File: src/rtl/pipeline_hazard_controller.sv
// Stall/flush sequencer for the 5-stage MIPS pipeline: load-use bubbles,
// MEM-stage redirects, and freeze on a variable-latency data memory access.
module pipeline_hazard_controller #(
  parameter int unsigned MEM_TIMEOUT = 16,
  parameter int unsigned CNT_W       = 16
) (
  input  logic             clk,
  input  logic             reset,
  input  logic             MemRead_E,
  input  logic [4:0]       WriteReg_E,
  input  logic [4:0]       Rs_D,
  input  logic [4:0]       Rt_D,
  input  logic [1:0]       Jump_M,
  input  logic             BranchEQ_M,
  input  logic             BranchNE_M,
  input  logic             Zero_M,
  input  logic             MemRead_M,
  input  logic             MemWrite_M,
  input  logic             MemReady,
  output logic             Stall_F,
  output logic             Stall_D,
  output logic             Stall_E,
  output logic             Stall_M,
  output logic             Flush_D,
  output logic             Flush_E,
  output logic             Flush_M,
  output logic             Flush_W,
  output logic             PCSrc_M,
  output logic             Error,
  output logic [CNT_W-1:0] StallCount
);

  typedef enum logic [1:0] {
    RUN      = 2'd0,
    MEM_WAIT = 2'd1,
    ERROR    = 2'd2
  } state_t;

  typedef struct packed {
    logic stall_f;
    logic stall_d;
    logic stall_e;
    logic stall_m;
    logic flush_d;
    logic flush_e;
    logic flush_m;
    logic flush_w;
    logic pc_src;
  } ctrl_t;

  localparam ctrl_t CTRL_IDLE  = '0;
  localparam ctrl_t CTRL_HOLD  = '{stall_f: 1'b1, stall_d: 1'b1, stall_e: 1'b1,
                                   stall_m: 1'b1, flush_w: 1'b1, default: 1'b0};
  localparam ctrl_t CTRL_RESET = '{flush_d: 1'b1, flush_e: 1'b1, flush_m: 1'b1,
                                   flush_w: 1'b1, default: 1'b0};
  localparam logic [15:0] WAIT_LAST = 16'(MEM_TIMEOUT - 1);

  state_t           state;
  state_t           state_next;
  logic [15:0]      wait_cnt;
  logic [15:0]      wait_cnt_next;
  logic             error_q;
  logic [CNT_W-1:0] stall_cnt;

  logic  mem_pending;
  logic  taken;
  logic  load_use;
  ctrl_t resolve;
  ctrl_t ctrl;

  assign mem_pending = (MemRead_M | MemWrite_M) & ~MemReady;
  assign taken       = (BranchEQ_M & Zero_M) | (BranchNE_M & ~Zero_M) | (Jump_M != 2'd0);
  assign load_use    = MemRead_E & (WriteReg_E != 5'd0) &
                       ((WriteReg_E == Rs_D) | (WriteReg_E == Rt_D));

  // Redirect beats load-use: the dependent instruction is being flushed anyway.
  always_comb begin
    resolve = CTRL_IDLE;
    if (taken) begin
      resolve.pc_src  = 1'b1;
      resolve.flush_d = 1'b1;
      resolve.flush_e = 1'b1;
      resolve.flush_m = 1'b1;
    end else if (load_use) begin
      resolve.stall_f = 1'b1;
      resolve.stall_d = 1'b1;
      resolve.flush_e = 1'b1;
    end
  end

  // NOTE: every signal assigned here gets a default first, so no path leaves
  // one unassigned and no latch is inferred.
  always_comb begin
    state_next    = state;
    wait_cnt_next = wait_cnt;
    ctrl          = CTRL_IDLE;
    unique case (state)
      RUN: begin
        if (mem_pending) begin
          ctrl          = CTRL_HOLD;
          state_next    = MEM_WAIT;
          wait_cnt_next = 16'd1;
        end else begin
          ctrl = resolve;
        end
      end
      MEM_WAIT: begin
        if (!MemReady) begin
          ctrl          = CTRL_HOLD;
          wait_cnt_next = wait_cnt + 16'd1;
          if (wait_cnt == WAIT_LAST) state_next = ERROR;
        end else begin
          ctrl          = resolve;
          state_next    = RUN;
          wait_cnt_next = 16'd0;
        end
      end
      ERROR: begin
        ctrl = CTRL_HOLD;
      end
      default: begin
        state_next    = RUN;
        wait_cnt_next = 16'd0;
      end
    endcase
    if (!reset) ctrl = CTRL_RESET;
  end

  // Negedge timing lines up with the pipeline registers this block controls.
  // NOTE: state registers use non-blocking assignments so every flop samples
  // the pre-edge values, independent of statement order.
  always_ff @(negedge clk) begin
    if (!reset) begin
      state     <= RUN;
      wait_cnt  <= 16'd0;
      error_q   <= 1'b0;
      stall_cnt <= '0;
    end else begin
      state    <= state_next;
      wait_cnt <= wait_cnt_next;
      if (state_next == ERROR) error_q <= 1'b1;
      if (ctrl.stall_f && (stall_cnt != '1)) stall_cnt <= stall_cnt + CNT_W'(1);
    end
  end

  assign Stall_F    = ctrl.stall_f;
  assign Stall_D    = ctrl.stall_d;
  assign Stall_E    = ctrl.stall_e;
  assign Stall_M    = ctrl.stall_m;
  assign Flush_D    = ctrl.flush_d;
  assign Flush_E    = ctrl.flush_e;
  assign Flush_M    = ctrl.flush_m;
  assign Flush_W    = ctrl.flush_w;
  assign PCSrc_M    = ctrl.pc_src;
  assign Error      = error_q;
  assign StallCount = stall_cnt;

endmodule

File: config.mk
export PLATFORM = sky130hd
export DESIGN_NAME = pipeline_hazard_controller
export DESIGN_NICKNAME = d
export VERILOG_FILES = /design/src/rtl/pipeline_hazard_controller.sv
export SDC_FILE = /design/constraint.sdc
export NUM_CORES = 1
export LEC_CHECK = 0
export CELL_PAD_IN_SITES_DETAIL_PLACEMENT = 0
export CELL_PAD_IN_SITES_GLOBAL_PLACEMENT = 2
export CORE_MARGIN = 4
export CORE_UTILIZATION = 25
export CTS_CLUSTER_DIAMETER = 60
export DETAILED_ROUTE_END_ITERATION = 7
export DONT_BUFFER_PORTS = 1
export GPL_TIMING_DRIVEN = 1
export PLACE_DENSITY = 0.67
export SLEW_MARGIN = 20
export SYNTH_ARGS = -nofsm -noshare
export SYNTH_HDL_FRONTEND = slang
export SYNTH_SLANG_ARGS = --single-unit
File: constraint.sdc
create_clock -name clk -period 3.62 [get_ports clk]
set_input_delay 0.362 -clock clk [delete_from_list [all_inputs] [get_ports clk]]
set_output_delay 0.362 -clock clk [all_outputs]
set_load 0.01 [all_outputs]
==> impl_metrics.tcl <==
set metrics [dict create \
    layout.cells.most_common "inv_1" \
    coreArea_um2 7410 \
    synth.lib_cells_used.distinct 39 \
    power.share.combinational_pct 11.1 \
    ctsRootBufferMaster "clkbuf_8" \
    synth.net_count 271 \
    synth_edf_count 0 \
    critical_path_peak_fanout 5 \
    met1_usage_pct 14.9 \
    cts.sink_count 35 \
    globalRouteMet2Util_pct 18.6 \
    yosys.area_share.simple_pct 31.7 \
    die-area_um2 9250 \
    clkPwrFrac_pct 49.9 \
    area.sequential_um2 706 \
    synth_register_bits 35 \
    fraction_of_synthesis_flops_using_an_asynchronous_set_or_reset_pin_pct 0 \
    first_global_vias 1961 \
    antenna_violating_nets_post_route 0 \
    synth_largest_type_area_fraction_pct 36.0 \
    p_per_area_nw_per_um2 405 \
    area.growth.synth_to_final_pct 30.1 \
    die_w_um 96.2 \
    grt.overflow.total 0 \
    synth.mux.area_fraction_pct 4.12 \
    grtUsageTotal_pct 12.6 \
    fin_total_pwr_mw 1.03 \
    category_of_the_critical_setup_timing_path "reg2out" \
    worst_hold_start "wait_cnt[1]$_SDFFE_NN0P_" \
    clock_latency_ns 0.36 \
    net_count_of_the_finished_layout 318 \
    synth_compound_area_share_pct 11.6 \
    portBuffers 0 \
    yosysWarningCount 0 \
    detail_route.wirelength_mm 5.21 \
    crit_path_top_delay_cell "dfxtp_2" \
    clock_path_buffers 2 \
    tightestPinTransition_ns 0.409 \
    crit_start "state[1]$_SDFF_NN0_" \
    drt_first_pass_iters 5 \
    switchingPower_uw 326 \
    grt_busiest_layer "met2" \
    syn_avg_cell_area_um2 8.00 \
    synth-adder-area-share_pct 1.29 \
    critical_path.reg2reg.startpoint "StallCount[5]$_SDFFE_NN0P_" \
    drv.max_cap_violation_count 0 \
    first_iter_violations 40 \
    floorplan.die.height_um 96.2 \
    num_io_pins 52 \
    syn-instance-count 243 \
    final_hold_violation_count 0 \
    layout_common_cells "inv_1, dfxtp_1, nor2_1" \
    yosysSeqAreaShare_pct 36.0 \
    vias 1889 \
    timing.critical_path.cells "o31ai_4, o31a_1, buf_12, nor2_2, buf_6" \
    leakagePower_nw 1.01 \
    clock-skew-final_ns 0.0144 \
    detail_route.drc_violations 0 \
    cts_tree "built" \
    power.switching_fraction_pct 31.8 \
    cts_hold_repair.buffers 0 \
    critPathArrivalTime_ns 3.24 \
    finalSetupViolCount 0 \
    post_route_cells_drive_above_1_share_pct 18.6 \
    synth_top_area_cell "dfxtp_1" \
    combinational_family_with_the_most_area_after_synthesis "simple AND/OR/NAND/NOR gates" \
    antenna_found_initial 0 \
    clk_pin_slew_worst_paths_ns 0.03 \
    tns_ns 0 \
    row_count 31 \
    synth_flop_cell "dfxtp_1" \
    post_drt_wl_per_cell_um 13.4 \
    finalMaxSlewViolations 0 \
    groute.layer.met3.usage_pct 6.57 \
    max_stage_delay_ns 0.34 \
    rsz0062_at_grt "true" \
    grt_first_pass_wirelength_mm 9.20 \
    power.ir.vdd_worst_mv 0.168 \
    hold_class "reg2reg" \
    internal_power_uw 699 \
    cp-start-kind "flop" \
    synth_xor_area_share_pct 10.8 \
    synth_area_um2 1940 \
    netlist_top_cells_area "dfxtp_1, xor2_1, nor2_1" \
    worst_slew_margin_rel_pct 72.6 \
    numCtsBuffers 5 \
    final_core_util_pct 34.1 \
    globalplace.congestion 0.709 \
    cp-end-kind "output port" \
    cts_htree_levels 2 \
    multiInputGateArea_um2 1260 \
    detail_route.vias_per_cell 4.84 \
    grt_start_max_net_pins 22 \
    critical_path_required_time_ns 3.26 \
    seq_power_share_pct 39.0 \
    place.detailed.hpwl_mm 3.55 \
    fill_cells 800 \
    starting_density_of_the_core_pct 26.2 \
    antenna_cells 0 \
    status "finished clean" \
]
## registers in the layout, indices dropped and copies added (netlist names)
register,cells
StallCount,16
Error,1
wait_cnt,16
state,2
## synth_stat cells, drive strengths merged, types with 5 or more instances
cell type  instances
a21oi             15
or4                8
dfxtp             35
xor2              18
nand2             27
o21ai              5
o31ai              8
nor4               6
nor3               8
buf                7
nor2              30
clkbuf             6
xnor2              6
mux2i              8
nand3             13
nand4              6
and3               6
## through the flow
stage | instances | area, um2 | hold WS, ns | setup slack, ns
global placement | 344 | 2140 | 0.501 | -0.161
global route | 390 | 2530 | 0.564 | -0.0684
detailed placement | 344 | 2140 | 0.487 | -0.168
floorplan | 243 | 1970 | 0.462 | 0.00587
finish | 390 | 2530 | 0.493 | 0.0142
CTS | 390 | 2450 | 0.492 | -0.0229
## power groups by stage
stage          logic (mW)  clock network, mW  registers [mW]
3_3_place_gp       0.0913             0.0608           0.405
6_report            0.114              0.512           0.399
2_1_floorplan      0.0720             0.0608           0.402
3_5_place_dp       0.0918             0.0608           0.405
5_1_grt             0.128              0.593           0.399
4_1_cts             0.110              0.548           0.399
## path summary, 6_finish.rpt
| path | slack [ns] | to | cells past startpoint |
|---|---|---|---|
| worst max-delay path | 0.01 | Stall_D | 5 |
| worst max register to register | 1.56 | StallCount[15]$_SDFFE_NN0P_ | 6 |
| worst min register to register | 0.49 | wait_cnt[1]$_SDFFE_NN0P_ | 2 |
| worst min-delay path | 0.49 | wait_cnt[1]$_SDFFE_NN0P_ | 2 |
## worst max-delay path: cells and delay by family, from the launching register on
family	cells	cell delay, ns
AND/OR/NAND/NOR	1	0.03
buffers and inverters	2	0.25
AO/OA/AOI/OAI	2	0.47
flip-flops	1	0.34
## cell type report
class | count | area share (%)
inverters | 3 | 0.544
well taps | 99 | 4.90
clock buffers | 5 | 2.72
repair buffers | 19 | 7.08
multi-input cells | 191 | 50.0
flip-flops and latches | 35 | 27.9
clock inverters | 38 | 6.83
## logic make-up (layout without fill, tap and decap cells)
logic type	after synthesis	count (layout)
buffers and inverters	17	65
AND/OR/NAND/NOR	121	121
adder cells (fa/ha/maj)	2	2
multiplexers	8	8
AO/OA/AOI/OAI	36	36
flip-flops	35	35
XOR/XNOR	24	24
## repair_timing
item,CTS,global route
gates resized for setup,8,19
buffers inserted,3,0
gates cloned,1,0
endpoints found under the setup margin,9,20
pin swaps,12,6
## per-layer routing
layer / up-vias / part of all wire [%]
met1: 873 / 46
li1: 956 / -
met2: 51 / 44
met3: 9 / 8.5
met5: - / 0
met4: 0 / 1.5
Power figures use the tool's default switching activity.
